===== src/rtl/dmem_arbiter_if.sv =====
// Bus bundle between the two data-RAM masters, the arbiter and the single-port data RAM.
// Signal names keep the i_/o_ direction as seen from the arbiter.
interface dmem_arbiter_if #(
  parameter int unsigned DATA_WIDTH = 32,
  parameter int unsigned ADDR_WIDTH = 10
);
  logic                  i_req0;
  logic                  i_we0;
  logic [ADDR_WIDTH-1:0] i_addr0;
  logic [DATA_WIDTH-1:0] i_wrdata0;
  logic                  o_gnt0;
  logic                  o_rvalid0;
  logic [DATA_WIDTH-1:0] o_rdata0;

  logic                  i_req1;
  logic                  i_we1;
  logic [ADDR_WIDTH-1:0] i_addr1;
  logic [DATA_WIDTH-1:0] i_wrdata1;
  logic                  i_lock1;
  logic                  o_gnt1;
  logic                  o_rvalid1;
  logic [DATA_WIDTH-1:0] o_rdata1;

  logic                  o_we_mem;
  logic [ADDR_WIDTH-1:0] o_addr_mem;
  logic [DATA_WIDTH-1:0] o_wrdata_mem;
  logic [DATA_WIDTH-1:0] i_rdata_mem;

  modport slave (
    input  i_req0, i_we0, i_addr0, i_wrdata0,
    output o_gnt0, o_rvalid0, o_rdata0,
    input  i_req1, i_we1, i_addr1, i_wrdata1, i_lock1,
    output o_gnt1, o_rvalid1, o_rdata1,
    output o_we_mem, o_addr_mem, o_wrdata_mem,
    input  i_rdata_mem
  );

  modport master (
    output i_req0, i_we0, i_addr0, i_wrdata0,
    input  o_gnt0, o_rvalid0, o_rdata0,
    output i_req1, i_we1, i_addr1, i_wrdata1, i_lock1,
    input  o_gnt1, o_rvalid1, o_rdata1,
    input  o_we_mem, o_addr_mem, o_wrdata_mem,
    output i_rdata_mem
  );
endinterface


===== src/rtl/dmem_arbiter.sv =====
// Two-port arbiter for the single-port data RAM: per-cycle round-robin with a bounded
// port-1 burst lock, and registered read-valid routing back to the issuing port.
module dmem_arbiter #(
  parameter int unsigned DATA_WIDTH = 32,
  parameter int unsigned ADDR_WIDTH = 10,
  parameter int unsigned MAX_LOCK   = 8
) (
  input logic           i_clk,
  input logic           i_rst_n,
  dmem_arbiter_if.slave bus
);
  localparam int unsigned CntW = $clog2(MAX_LOCK + 1);
  localparam logic [CntW-1:0] MaxCnt = CntW'(MAX_LOCK);

  typedef enum logic [0:0] {StIdle, StLock1} state_e;

  state_e          state_q, state_d;
  logic [CntW-1:0] lock_cnt_q, lock_cnt_d;
  logic            rr_last_q, rr_last_d;  // 1: port 1 won most recently
  logic            rvalid0_q, rvalid0_d;
  logic            rvalid1_q, rvalid1_d;
  logic            gnt0, gnt1;

  // Grants are suppressed while reset is asserted, even though reset is asynchronous.
  always_comb begin
    gnt0 = 1'b0;
    gnt1 = 1'b0;
    if (i_rst_n) begin
      if (state_q == StLock1) begin
        gnt1 = bus.i_req1;
      end else if (bus.i_req0 && bus.i_req1) begin
        gnt0 = rr_last_q;
        gnt1 = ~rr_last_q;
      end else begin
        gnt0 = bus.i_req0;
        gnt1 = bus.i_req1;
      end
    end
  end

  always_comb begin
    state_d    = state_q;
    lock_cnt_d = lock_cnt_q;
    rr_last_d  = rr_last_q;
    if (gnt0) rr_last_d = 1'b0;
    if (gnt1) rr_last_d = 1'b1;
    case (state_q)
      StIdle: begin
        // With MAX_LOCK == 1 the first grant already exhausts the burst, so never lock.
        if (gnt1 && bus.i_lock1 && (MAX_LOCK > 1)) begin
          state_d    = StLock1;
          lock_cnt_d = CntW'(1);
        end
      end
      StLock1: begin
        if (!gnt1 || !bus.i_lock1 || (lock_cnt_q + CntW'(1) == MaxCnt)) begin
          state_d    = StIdle;
          lock_cnt_d = '0;
          rr_last_d  = 1'b1;
        end else begin
          lock_cnt_d = lock_cnt_q + CntW'(1);
        end
      end
      default: begin
        state_d    = StIdle;
        lock_cnt_d = '0;
      end
    endcase
  end

  assign rvalid0_d = gnt0 & ~bus.i_we0;
  assign rvalid1_d = gnt1 & ~bus.i_we1;

  always_ff @(posedge i_clk or negedge i_rst_n) begin
    if (!i_rst_n) begin
      state_q    <= StIdle;
      lock_cnt_q <= '0;
      rr_last_q  <= 1'b1;
      rvalid0_q  <= 1'b0;
      rvalid1_q  <= 1'b0;
    end else begin
      state_q    <= state_d;
      lock_cnt_q <= lock_cnt_d;
      rr_last_q  <= rr_last_d;
      rvalid0_q  <= rvalid0_d;
      rvalid1_q  <= rvalid1_d;
    end
  end

  always_comb begin
    bus.o_we_mem     = 1'b0;
    bus.o_addr_mem   = '0;
    bus.o_wrdata_mem = '0;
    if (gnt0) begin
      bus.o_we_mem     = bus.i_we0;
      bus.o_addr_mem   = bus.i_addr0;
      bus.o_wrdata_mem = bus.i_wrdata0;
    end else if (gnt1) begin
      bus.o_we_mem     = bus.i_we1;
      bus.o_addr_mem   = bus.i_addr1;
      bus.o_wrdata_mem = bus.i_wrdata1;
    end
  end

  assign bus.o_gnt0    = gnt0;
  assign bus.o_gnt1    = gnt1;
  assign bus.o_rvalid0 = rvalid0_q;
  assign bus.o_rvalid1 = rvalid1_q;
  assign bus.o_rdata0  = bus.i_rdata_mem;
  assign bus.o_rdata1  = bus.i_rdata_mem;
endmodule


===== src/flat_wrapper.sv =====
// flat-port wrapper written by rule: the top's interface ports become plain ports
module dmem_arbiter_flat 
#(
  parameter int unsigned DATA_WIDTH = 32,
  parameter int unsigned ADDR_WIDTH = 10,
  parameter int unsigned MAX_LOCK   = 8
)
  (i_clk, i_rst_n, bus_i_req0, bus_i_we0, bus_i_addr0, bus_i_wrdata0, bus_o_gnt0, bus_o_rvalid0, bus_o_rdata0, bus_i_req1, bus_i_we1, bus_i_addr1, bus_i_wrdata1, bus_i_lock1, bus_o_gnt1, bus_o_rvalid1, bus_o_rdata1, bus_o_we_mem, bus_o_addr_mem, bus_o_wrdata_mem, bus_i_rdata_mem);
  dmem_arbiter_if #(.DATA_WIDTH(DATA_WIDTH), .ADDR_WIDTH(ADDR_WIDTH)) bus_i ();
  input logic i_clk;
  input logic i_rst_n;
  input wire logic [$bits(bus_i.i_req0)-1:0] bus_i_req0;
  input wire logic [$bits(bus_i.i_we0)-1:0] bus_i_we0;
  input wire logic [$bits(bus_i.i_addr0)-1:0] bus_i_addr0;
  input wire logic [$bits(bus_i.i_wrdata0)-1:0] bus_i_wrdata0;
  output wire logic [$bits(bus_i.o_gnt0)-1:0] bus_o_gnt0;
  output wire logic [$bits(bus_i.o_rvalid0)-1:0] bus_o_rvalid0;
  output wire logic [$bits(bus_i.o_rdata0)-1:0] bus_o_rdata0;
  input wire logic [$bits(bus_i.i_req1)-1:0] bus_i_req1;
  input wire logic [$bits(bus_i.i_we1)-1:0] bus_i_we1;
  input wire logic [$bits(bus_i.i_addr1)-1:0] bus_i_addr1;
  input wire logic [$bits(bus_i.i_wrdata1)-1:0] bus_i_wrdata1;
  input wire logic [$bits(bus_i.i_lock1)-1:0] bus_i_lock1;
  output wire logic [$bits(bus_i.o_gnt1)-1:0] bus_o_gnt1;
  output wire logic [$bits(bus_i.o_rvalid1)-1:0] bus_o_rvalid1;
  output wire logic [$bits(bus_i.o_rdata1)-1:0] bus_o_rdata1;
  output wire logic [$bits(bus_i.o_we_mem)-1:0] bus_o_we_mem;
  output wire logic [$bits(bus_i.o_addr_mem)-1:0] bus_o_addr_mem;
  output wire logic [$bits(bus_i.o_wrdata_mem)-1:0] bus_o_wrdata_mem;
  input wire logic [$bits(bus_i.i_rdata_mem)-1:0] bus_i_rdata_mem;
  assign bus_i.i_req0 = bus_i_req0;
  assign bus_i.i_we0 = bus_i_we0;
  assign bus_i.i_addr0 = bus_i_addr0;
  assign bus_i.i_wrdata0 = bus_i_wrdata0;
  assign bus_o_gnt0 = bus_i.o_gnt0;
  assign bus_o_rvalid0 = bus_i.o_rvalid0;
  assign bus_o_rdata0 = bus_i.o_rdata0;
  assign bus_i.i_req1 = bus_i_req1;
  assign bus_i.i_we1 = bus_i_we1;
  assign bus_i.i_addr1 = bus_i_addr1;
  assign bus_i.i_wrdata1 = bus_i_wrdata1;
  assign bus_i.i_lock1 = bus_i_lock1;
  assign bus_o_gnt1 = bus_i.o_gnt1;
  assign bus_o_rvalid1 = bus_i.o_rvalid1;
  assign bus_o_rdata1 = bus_i.o_rdata1;
  assign bus_o_we_mem = bus_i.o_we_mem;
  assign bus_o_addr_mem = bus_i.o_addr_mem;
  assign bus_o_wrdata_mem = bus_i.o_wrdata_mem;
  assign bus_i.i_rdata_mem = bus_i_rdata_mem;
  dmem_arbiter #(.DATA_WIDTH(DATA_WIDTH), .ADDR_WIDTH(ADDR_WIDTH), .MAX_LOCK(MAX_LOCK)) u_core (.i_clk(i_clk), .i_rst_n(i_rst_n), .bus(bus_i));
endmodule

===== config.mk =====
export PLATFORM = sky130hd
export DESIGN_NAME = dmem_arbiter_flat
export DESIGN_NICKNAME = d
export VERILOG_FILES = /design/src/rtl/dmem_arbiter_if.sv /design/src/rtl/dmem_arbiter.sv /design/src/flat_wrapper.sv
export SDC_FILE = /design/constraint.sdc
export NUM_CORES = 1
export LEC_CHECK = 0
export ABC_AREA = 1
export BUFFER_PORTS_ARGS = -buffer_cell sky130_fd_sc_hd__buf_4
export CAP_MARGIN = 20
export CORE_AREA = 2 2 90 92
export CTS_BUF_LIST = sky130_fd_sc_hd__clkbuf_2 sky130_fd_sc_hd__clkbuf_4 sky130_fd_sc_hd__clkbuf_8
export CTS_CLUSTER_DIAMETER = 60
export CTS_CLUSTER_SIZE = 30
export DETAILED_ROUTE_END_ITERATION = 10
export DIE_AREA = 0 0 92 94
export GPL_TIMING_DRIVEN = 0
export PLACE_DENSITY_LB_ADDON = 0.05
export SLEW_MARGIN = 30
export SYNTH_ARGS = -nofsm -noshare
export SYNTH_HDL_FRONTEND = slang
export SYNTH_SLANG_ARGS = --single-unit

===== constraint.sdc =====
create_clock -name i_clk -period 2.8 [get_ports i_clk]
set_input_delay 0.14 -clock i_clk [delete_from_list [all_inputs] [get_ports i_clk]]
set_output_delay 0.14 -clock i_clk [all_outputs]
set_load 0.02 [all_outputs]

# Yosys cells after proc, flatten, opt, wreduce, memory -nomap -nowiden
# Index checks and enable logic that the tools add are counted.
[word_totals]
ff_bits = 8
output_inout_bits = 111
wordCells = 42
input_bits = 123
[op_classes]
mux = 22
n_reduce_logical = 6
eq_ne = 2
addsub = 1
bitwise = 6
[op_table]
columns = ["cell", "n"]
rows = [
  ["$mux W32", 2],
  ["$mux W10", 2],
  ["$mux W1", 14],
  ["$mux W4", 2],
  ["$pmux W4 S2", 1],
  ["$add A4 B1 Y4 const B", 1],
  ["$eq A4 B4 Y1 const B", 1],
  ["$not A1 Y1", 4],
  ["$and A1 B1 Y1", 2],
  ["$logic_and A1 B1 Y1", 2],
  ["$logic_not A1 Y1", 2],
  ["$logic_or A1 B1 Y1", 2],
  ["$ne A2 B1 Y1 const B", 1],
  ["$pmux W1 S2", 1],
]

# Longest topological paths before layout
# Gate-level depths: netlist (run 1).
[logic_depth]
word_depth = 9
mapped_depth = 8
ltp_nobuf = 8

# Least setup slack after synthesis (run 1)
# Ideal clock, no wire load.
[synth_timing]
kind = "register to output"
startpoint = "reg u_core.rr_last_q"
endpoint = "out bus_o_wrdata_mem[22]"
setup_slack_ps = 1411
stages_incl_launch_ff = 8
arrival_ps = 1249
t_required_ps = 2660
path_buffers = 1
path_cell_list = "dfstp_2 inv_1 nand2_1 nand3_1 inv_2 buf_4 nand2_1 nand2_1"
[synth_via]
elab_cells_between_ends = 9
cone_classes = "mux: 8; bitwise: 1"
[synth_lines]
columns = ["item", "line_no", "text"]
rows = [
  ["from (decl)", "dmem_arbiter.sv:19", "logic rr_last_q, rr_last_d;"],
  ["from (signal assigned)", "dmem_arbiter.sv:84", "rr_last_q <= rr_last_d;"],
  ["$mux W1", "dmem_arbiter.sv:31", "end else if (bus.i_req0 && bus.i_req1) begin"],
  ["$mux W1", "dmem_arbiter.sv:29", "if (state_q == StLock1) begin"],
  ["$mux W1", "dmem_arbiter.sv:28", "if (i_rst_n) begin"],
  ["net bus_o_gnt0", "flat_wrapper.sv:16", "output wire logic [$bits(bus_i.o_gnt0)-1:0] bus_o_gnt0;"],
  ["$mux W32", "dmem_arbiter.sv:94", "if (gnt0) begin"],
  ["to (decl)", "flat_wrapper.sv:29", "output wire logic [$bits(bus_i.o_wrdata_mem)-1:0] bus_o_wrdata_mem;"],
]
# The timed path passes the listed nets, and every way through them passes these cells.

# Worst setup path after layout (run 1)
[layout_timing]
startpoint = "in i_rst_n"
endpoint = "out bus_o_wrdata_mem[7]"
[layout_via]
elab_chain_len = 3
elab_cells_between_ends = 4
cone_classes = "mux: 4"
[layout_lines]
columns = ["item", "line_no", "text"]
rows = [
  ["from (decl)", "flat_wrapper.sv:11", "input logic i_rst_n;"],
  ["$mux W1", "dmem_arbiter.sv:28", ""],
  ["$mux W32", "dmem_arbiter.sv:98", "end else if (gnt1) begin"],
  ["$mux W32 *", "dmem_arbiter.sv:94", ""],
]
# Mark *: on every way between the ends. The rest lies on a longest branch, timed or not.

==> metrics.txt, run 1 <==
area of the multi-input gates 683 µm²; post-synthesis net count 387; Layout Area Growth over Synthesis 113%; via count 2,172; Clock Skew 3.55 ps; LEAKAGE 0.00201 µW; Remaining Overflow, GRT 0; vias in the first global route 2,057; Fin Setup TNS 0 ps; Synth Warn # 0; Max Freq 551 MHz; Area contributors post-synth nand2_1 (36%), buf_4 (34%), dfrtp_1 (12%), inv_1 (3.2%), nand3_1 (3.0%); Rel. slew slack 85.8%; initial antenna violation count 0; I/O pin count 234; die height 94 µm; Power Total 894 µW; Post-CTS Setup Inserts 0; TritonCTS buffer count 3; Synth top area share 36.0%; hold_ws 66.0 ps; ordered list of cells on the worst path dlygate4sd3_1 > buf_4 > nand3_1 > inv_2 > buf_4 > nand2_1 > nand2_1 > buf_4; Vias/cell 3.81; H-tree lvl count 1; RSZ-0062 raised after global routing false; PortBufs 201; Pwr Density 280 nW/µm²; maxcap violations 0; dpl ws 1220 ps; Final GP Congestion 0.792; Reg area 201 µm²; most used cell, CP buf_4; Setup WS post-layout 984 ps; Worst path slowest cell dlygate4sd3_1; register area share after synthesis 13.4%; CTS Root Cell clkbuf_8; most common cell after layout, fill and taps aside buf_4; Post-DP HPWL 5910 µm; final core occ 42.0%; Slew Limit Fails 0; CTS tree built; endpoints failing hold 0; global-route usage over all layers 14.4%; Worst Setup End Kind output port; clk sink count 8; CP required 2660 ps; 1st-iter DRT viols 32; DRT Wirelength 6760 µm; largest net degree at the start of global routing 11; die width 92 µm; WP buf/inv 5; CTS Buffer Depth 2; mapped cell area 1500 µm²; status finished, final reports clean; post-synthesis cell count 262; worst vdd ir 0.193 mV; Core ar. 7610 µm²; Crit path arrival time 1680 ps; Worst Hold Class input port to flip-flop; layout filler cell count 857; Worst setup SP type input port; count of antenna-violating nets left after detailed routing 0; fin nets 594; Routed WL per cell 11.9 µm; first-pass GRT wire length 10,100 µm; Worst Tran Pin Value 213 ps; antenna cell count 0; post-layout min period 1820 ps; Top delay family on crit path buffers and inverters; CTS clock-pin slew for the worst setup and hold paths 40 ps; first-pass iteration count of the detailed router 4; Worst path max stage delay 520 ps; CP Class input port to output port; clk_lat worst skew 230 ps; Starting Density 19.8%; Syn Area/Cell 5.74 µm²; area leader, netlist nand2_1; Distinct cells, synth 16; DRC 0; Row Count 32; die area 8650 µm²; Setup violations, final 0; worst-path maximum fanout 10; flops & latches, synth 8; Final period util 64.9%; proportion of layout cells with a drive suffix above 1 60.7%; commonest cells after routing, fill and taps aside buf_4 (269), nand2_1 (144), inv_1 (13)
synthesized netlist by cell type:
master and count:
dfrtp_1 7, inv_2 2, a21oi_1 2, buf_6 4
nand2_4 1, nand3_1 9, nand4_1 3, nand2_1 144
inv_1 13, nor2_1 3, nor2_4 1, dfstp_2 1
inv_4 1, ha_1 2, buf_4 68, nand3_2 1
kinds of logic (layout without fill, tap and decap cells):
logic type / after synthesis / count (layout) / share of synthesized area, %
simple gates: 162 / 162 / 43.1
compound gates: 2 / 2 / 0.666
flops: 8 / 8 / 13.4
buf+inv: 88 / 294 / 41.1
fa+ha+maj: 2 / 2 / 1.67
layer usage:
| metal | GRT usage, % | part of all wire, % | up-vias |
|---|---|---|---|
| met1 | 15.3 | 35 | 913 |
| met3 | 3.61 | 9.7 | 9 |
| li1 | - | - | 1131 |
| met4 | 3.61 | 1.6 | 0 |
| met5 | 0 | 0 | - |
| met2 | 28.1 | 54 | 119 |
worst paths after layout:
kind	startpoint	to	slack (ps)	cells after the start
worst min-delay path	bus_i_we0	u_core.bus.o_rvalid0	70	2
worst max register to register	u_core.lock_cnt_q[0]	u_core.state_q	1550	7
worst min register to register	u_core.rr_last_q	u_core.rr_last_q	500	2
min in group asynchronous	i_rst_n	u_core.state_q	270	2
worst max-delay path	i_rst_n	bus_o_wrdata_mem[7]	980	8
max in group asynchronous	i_rst_n	u_core.rr_last_q	2310	2
timing repair:
item / 4_1_cts / 5_1_grt
resized for setup: 0 / 0
hold endpoints to repair: 8 / 0
hold buffers: 1 / 0
metrics by stage:
stage	std cells	cell area [µm²]
after CTS	570	3200
after global placement	565	3140
after floorplan	262	1500
after global routing	570	3200
after detailed placement	565	3140
final	570	3200
worst reg2reg max path, stage by stage, from the launching register on:
cell and delay, ps:
dfrtp_1 440, ha_1 240, nand2_1 80, nand3_1 100, inv_1 80, nand3_1 90, nand2_1 70, inv_1 40
area by class of cell:
cell class / count / area share (%)
plain buffers: 72 / 17.4
clock buffers: 4 / 1.53
inverters: 16 / 1.96
multi-input cells: 166 / 21.4
flip-flops and latches: 8 / 6.30
well taps: 102 / 3.99
repair buffers: 202 / 47.5
flip-flops by register name, summed over array words and instances, names as in the netlist:
| signal | cells |
|---|---|
| u_core.bus.o_rvalid0 | 1 |
| u_core.bus.o_rvalid1 | 1 |
| u_core.lock_cnt_q | 4 |
| u_core.rr_last_q | 1 |
| u_core.state_q | 1 |
where the power goes:
part / switching, µW / internal, µW / leakage, µW
sequential: 14.7 / 129 / 0.000105
combinational: 285 / 307 / 0.00188
clock: 49.1 / 109 / 0.0000262
Note: power is estimated with default switching activity, not from simulation.
==> inputs of run 2 (changes only) <==
--- a/config.mk
+++ b/config.mk
@@ -5,15 +5,15 @@
 export SDC_FILE = /design/constraint.sdc
 export NUM_CORES = 1
 export LEC_CHECK = 0
-export ABC_AREA = 1
+export ABC_AREA = 0
 export BUFFER_PORTS_ARGS = -buffer_cell sky130_fd_sc_hd__buf_4
 export CAP_MARGIN = 20
-export CORE_AREA = 2 2 90 92
+export CORE_AREA = 2 2 92 94
 export CTS_BUF_LIST = sky130_fd_sc_hd__clkbuf_2 sky130_fd_sc_hd__clkbuf_4 sky130_fd_sc_hd__clkbuf_8
 export CTS_CLUSTER_DIAMETER = 60
 export CTS_CLUSTER_SIZE = 30
 export DETAILED_ROUTE_END_ITERATION = 10
-export DIE_AREA = 0 0 92 94
+export DIE_AREA = 0 0 94 96
 export GPL_TIMING_DRIVEN = 0
 export PLACE_DENSITY_LB_ADDON = 0.05
 export SLEW_MARGIN = 30
==> constraint.sdc (replaced) <==
create_clock -name i_clk -period 1.7 [get_ports i_clk]
set_input_delay 0.085 -clock i_clk [delete_from_list [all_inputs] [get_ports i_clk]]
set_output_delay 0.085 -clock i_clk [all_outputs]
set_load 0.02 [all_outputs]
==> metrics.txt, run 2 <==
status finished, final reports clean; post-layout min period 1690 ps; post-synthesis net count 283 (-27%); antenna cell count 0 (unchanged); DRT Wirelength 6900 µm (+2.0%); Setup violations, final 0 (unchanged); CP Class flip-flop to output port; endpoints failing hold 0 (unchanged); Crit path arrival time 1600 ps (-80 ps); Rel. slew slack 54.9% (-31 points); flops & latches, synth 8 (unchanged); Placed Area 3000 µm² (-4.4%); 1st-iter DRT viols 20 (-38%); Worst Setup End Kind output port; Fin Setup TNS 0 ps (unchanged); asr flop ratio synth 100% (unchanged); vias in the first global route 1,729 (-16%); via count 1,938 (-11%); Clock power frac 16.7% (-0.9 points); Synth Warn # 0 (unchanged); Distinct cells, synth 26 (+10); die width 94 µm (+2.2%); Starting Density 16.9% (-2.9 points); largest net degree at the start of global routing 11 (unchanged); CTS Buffer Depth 2 (unchanged); H-tree lvl count 1 (unchanged); DRC 0 (unchanged); Routed WL per cell 14.5 µm (+22%); Worst Tran Pin Value 674 ps (+462 ps); final core occ 41.1% (-0.98 points); die area 9020 µm² (+4.3%); max FFs per register 4 (unchanged); first-pass GRT wire length 9230 µm (-8.4%); CTS clock-pin slew for the worst setup and hold paths 40 ps (about the same); min-delay src bus_i_we1; maxcap violations 0 (unchanged); CTS Root Cell clkbuf_8; clk_lat worst skew 230 ps (about the same); CTS tree built; Synth top area share 38.1% (+2.1 points); layout filler cell count 846 (-1.3%); main combinational cell family by area after synthesis buffers and inverters; Biggest register u_core.lock_cnt_q; register area share after synthesis 14.8% (+1.4 points); Crit. Startpoint u_core.rr_last_q; commonest cells after routing, fill and taps aside buf_4 (230), buf_6 (49), a22o_1 (43); Clock Skew 1.67 ps (-1.88 ps); placed cell count 464 (-18%); LEAKAGE 0.00180 µW (-11%); xor and xnor area share after synthesis 1.93% (+1.9 points); Top FF cell, synth dfrtp_1; Pwr Density 475 nW/µm² (+70%); Post-DP HPWL 5980 µm (+1.1%); switching share of power 36.2% (-2.9 points); Non-Filler Instances 475 (-17%); most frequent cells after synthesis buf_4 (69), a22o_1 (43), dfrtp_1 (7), nand2_1 (7), nand3_1 (5); Power Total 1570 µW (+76%); TritonCTS buffer count 3 (unchanged); Flop pwr share 14.5% (-1.6 points); proportion of layout cells with a drive suffix above 1 78.6% (+18 points); global-route usage over all layers 13.2% (-1.2 points); Area contributors post-synth buf_4 (38%), a22o_1 (28%), dfrtp_1 (13%), dfstp_2 (1.9%), nand2_1 (1.9%); Synth Area in Simple Gates 9.75% (-33 points); switching power 568 µW (+63%); I/O pin count 234 (unchanged); PortBufs 201 (unchanged); count of antenna-violating nets left after detailed routing 0 (unchanged); Compound-Gate Fraction of Synth Area 31.3% (+31 points); Post-synth EDFFs 0 (unchanged); flop-to-flop setup slack 60 ps (-1490 ps); P_int 1000 µW (+84%); Worst Hold Class input port to flip-flop; Final GP Congestion 0.784 (-1.0%); worst r2r src u_core.lock_cnt_q[0]; first-pass iteration count of the detailed router 4 (unchanged); combinational power share 68.8% (+2.5 points); die height 96 µm (+2.1%); Syn Area/Cell 8.61 µm² (+50%); top-count cell post-synth buf_4; initial antenna violation count 0 (unchanged); mux share of post-synthesis cell area 0.828% (+0.83 points); worst-path maximum fanout 10 (unchanged); Layout Area Growth over Synthesis 143%; clk sink count 8 (unchanged); Remaining Overflow, GRT 0 (unchanged); worst vdd ir 0.576 mV (+200%); most common cell after layout, fill and taps aside buf_4; mapped cell area 1360 µm² (-9.5%); Row Count 33 (+3.1%); post-synthesis cell count 158 (-40%); Core ar. 8050 µm² (+5.8%); fin nets 496 (-16%); area leader, netlist buf_4; post-synthesis adder-cell area fraction 1.84% (+0.17 points); Vias/cell 4.08 (+7.1%); Max Freq 593 MHz; design area 3310 µm² (+3.4%); RSZ-0062 raised after global routing true; Worst setup SP type flip-flop; Final period util 99.2%; Slew Limit Fails 0 (unchanged); CP required 1620 ps (-1040 ps)
[run 2: routing by layer]
metal | part of all wire (%) | track usage, % | up-vias
li1 | - | - | 940
met1 | 30 | 12.1 | 877
met2 | 56 | 27.6 | 113
met3 | 12 | 5.01 | 8
met4 | 1.6 | 2.17 | 0
met5 | 0 | 0 | -
[run 2: cell families after synthesis]
kind of cell | Yosys count
simple gates | 21
buf+inv | 73
xor+xnor | 3
compound gates | 50
mux | 1
fa+ha+maj | 2
flops | 8
[run 2: timing repair]
item / CTS / global route
pin swaps: 2 / 6
hold buffers: 1 / 0
gates resized for setup: 7 / 48
hold endpoints to repair: 8 / 0
setup buffers: 3 / 3
setup endpoints to repair: 40 / 39
[run 2: final cells by class]
type,count,area (µm²),area share (%)
buffer,73,582,17.6
clock buffer,4,48.8,1.48
multi-input combinational,77,621,18.8
sequential,8,201,6.09
tap,105,131,3.97
timing repair buffer,208,1720,52.1
[run 2: final timing paths]
path | to | depth (start not counted)
setup reg to reg | u_core.lock_cnt_q[1] | 3
hold reg to reg | u_core.lock_cnt_q[2] | 2
hold / removal | u_core.bus.o_rvalid1 | 2
max in group asynchronous | u_core.rr_last_q | 2
setup / recovery | bus_o_addr_mem[7] | 5
min in group asynchronous | u_core.lock_cnt_q[2] | 2
[run 2: worst max-delay path: stages (launching register included)]
cell and delay, ps:
dfstp_2 540, and3b_4 220, nor2_4 70, buf_6 140, a22o_1 250, buf_6 140
[run 2: through the flow]
stage | setup slack (ps) | hold slack [ps]
6_report | 12.8 | 17.9
4_1_cts | -27.5 | 17.8
3_3_place_gp | 64.7 | -78.1
5_1_grt | -43.0 | 13.8
2_1_floorplan | 215 | -211
3_5_place_dp | 45.0 | -76.6
[run 2: power groups by stage]
stage	clock network [µW]	logic, µW	registers, µW
2_1_floorplan	0	522	230
3_3_place_gp	0	992	231
3_5_place_dp	0	989	231
4_1_cts	270	1010	228
5_1_grt	291	1140	229
6_report	262	1080	228
==> inputs of run 3 (changes only) <==
--- a/config.mk
+++ b/config.mk
@@ -7,7 +7,6 @@
 export LEC_CHECK = 0
 export ABC_AREA = 0
 export BUFFER_PORTS_ARGS = -buffer_cell sky130_fd_sc_hd__buf_4
-export CAP_MARGIN = 20
 export CORE_AREA = 2 2 92 94
 export CTS_BUF_LIST = sky130_fd_sc_hd__clkbuf_2 sky130_fd_sc_hd__clkbuf_4 sky130_fd_sc_hd__clkbuf_8
 export CTS_CLUSTER_DIAMETER = 60
==> constraint.sdc (replaced) <==
create_clock -name i_clk -period 1.7 [get_ports i_clk]
set_input_delay 0.085 -clock i_clk [delete_from_list [all_inputs] [get_ports i_clk]]
set_output_delay 0.085 -clock i_clk [all_outputs]
set_load 0.005 [all_outputs]
==> metrics.txt, run 3 (synthesis results as in run 2) <==
Clock Skew 1.91 ps (+0.244 ps); die height 96 µm (unchanged); count of antenna-violating nets left after detailed routing 0 (unchanged); hold depth 2 (unchanged); PortBufs 201 (unchanged); 1st-iter DRT viols 24 (+20%); Final GP Congestion 0.784 (unchanged); worst vdd ir 0.573 mV (-0.59%); fin nets 498 (+0.40%); endpoints failing hold 0 (unchanged); Max Freq 596 MHz (+0.62%); min-delay src bus_i_we1; I/O pin count 234 (unchanged); Worst path slowest cell dfstp_2; first-pass iteration count of the detailed router 4 (unchanged); via count 1,944 (+0.31%); Worst Hold Class input port to flip-flop; Crit path arrival time 1590 ps (about the same); clk sink count 8 (unchanged); Layout Area Growth over Synthesis 136%; initial antenna violation count 0 (unchanged); Remaining Overflow, GRT 0 (unchanged); hold_ws 17.7 ps (-0.110 ps); clk_lat worst skew 230 ps (about the same); max FFs per register 4 (unchanged); TritonCTS buffer count 3 (unchanged); Worst Tran Pin Value 674 ps (+0.00447 ps); Row Count 33 (unchanged); Pwr Density 412 nW/µm² (-13%); Starting Density 16.9% (unchanged); first-pass GRT wire length 9210 µm (-0.15%); Worst Setup End Kind output port; vias in the first global route 1,723 (-0.35%); Biggest register u_core.lock_cnt_q; most common cell after layout, fill and taps aside buf_4; antenna cell count 0 (unchanged); DRT Wirelength 6930 µm (+0.42%); RSZ-0062 raised after global routing true; r2r endpoint u_core.lock_cnt_q[1]; Final period util 98.6% (-0.61 points); H-tree lvl count 1 (unchanged); CTS clock-pin slew for the worst setup and hold paths 40 ps (about the same); worst-path maximum fanout 9 (-1); most used cell, CP buf_4; Hold Path End u_core.bus.o_rvalid1; depth of the worst register-to-register path 3 (unchanged); global-route usage over all layers 13.2% (-0.033 points); CTS tree built; die width 94 µm (unchanged); Rel. slew slack 54.9% (about the same); Post-DP HPWL 5980 µm (unchanged); Setup violations, final 0 (unchanged); die area 9020 µm² (unchanged); Vias/cell 4.08 (-0.11%); CP Class flip-flop to output port; maxcap violations 0 (unchanged); LEAKAGE 0.00178 µW (-0.85%); CP required 1620 ps (about the same); status finished, final reports clean; final core occ 39.9% (-1.1 points); commonest cells after routing, fill and taps aside buf_4 (260), a22o_1 (43), buf_6 (21); post-layout min period 1680 ps (-10.3 ps); CTS Buffer Depth 2 (unchanged); Slew Limit Fails 0 (unchanged); Routed WL per cell 14.5 µm (about the same); DRC 0 (unchanged); worst r2r src u_core.lock_cnt_q[0]; Worst setup SP type flip-flop; Core ar. 8050 µm² (unchanged); proportion of layout cells with a drive suffix above 1 78.8% (+0.11 points); flop-to-flop setup slack 60 ps (about the same); Worst path max stage delay 550 ps (about the same); CTS Root Cell clkbuf_8; ordered list of cells on the worst path and3b_4 > nor2_4 > buf_4 > a22o_1 > buf_4; largest net degree at the start of global routing 11 (unchanged)
run 3: cell count changes in the layout (fill, tap and decap cells not counted), sizes merged:
cell,previous run,this run
buf,280,282
run 3: worst max-delay path, delay by kind of cell, from the launching register on:
family	cells	cell delay, ps
compound gates	1	230
flops	1	550
simple gates	2	290
buf+inv	2	290
run 3: how the worst max path moves through the flow:
stage                          from                   end  depth (start not counted)
2_1_floorplan  u_core.lock_cnt_q[0]  u_core.lock_cnt_q[1]                          3
3_3_place_gp   u_core.lock_cnt_q[0]  u_core.lock_cnt_q[1]                          3
3_5_place_dp   u_core.lock_cnt_q[0]  u_core.lock_cnt_q[1]                          3
4_1_cts            u_core.rr_last_q   bus_o_wrdata_mem[9]                          5
5_1_grt            u_core.rr_last_q  bus_o_wrdata_mem[25]                          6
6_report           u_core.rr_last_q   bus_o_wrdata_mem[5]                          5
run 3: routing by layer:
metal  global-route usage (%)  part of all wire (%)  vias to the layer above
li1                         -                     -                      944
met1                     12.2                    30                      888
met2                     27.4                    57                      106
met3                     5.01                    12                        6
met4                     2.17                   1.1                        0
met5                        0                     0                        -
run 3: metrics by stage:
step	instances	total power, µW	setup slack [ps]	instance area [µm²]	setup TNS (ps)
final	477	1320	23.1	3220	0
after global routing	477	1420	-42.7	3220	-844
after CTS	472	1300	-6.88	3110	-14.6
after detailed placement	464	1010	45.0	3000	0
after global placement	464	1020	74.1	3000	0
after floorplan	158	546	305	1360	0
run 3: repair_timing:
item / in CTS / in global routing
hold buffers: 1 / 0
setup buffers: 3 / 3
pin swaps: 3 / 9
resized for setup: 8 / 21
gates cloned: 0 / 2
setup endpoints to repair: 40 / 41
hold endpoints to repair: 8 / 0
run 3: report_power, final:
part           internal (µW)  leakage (µW)  switching [µW]
combinational            571       0.00165             263
clock                    179     0.0000262            82.9
sequential               211      0.000105            17.3
run 3: area by class of cell:
class	count	area, µm²
Buffer	73	582
Fill cell	855	4840
Clock buffer	4	48.8
Multi-Input combinational cell	77	621
Tap cell	105	131
Sequential cell	8	201
Timing Repair Buffer	210	1630
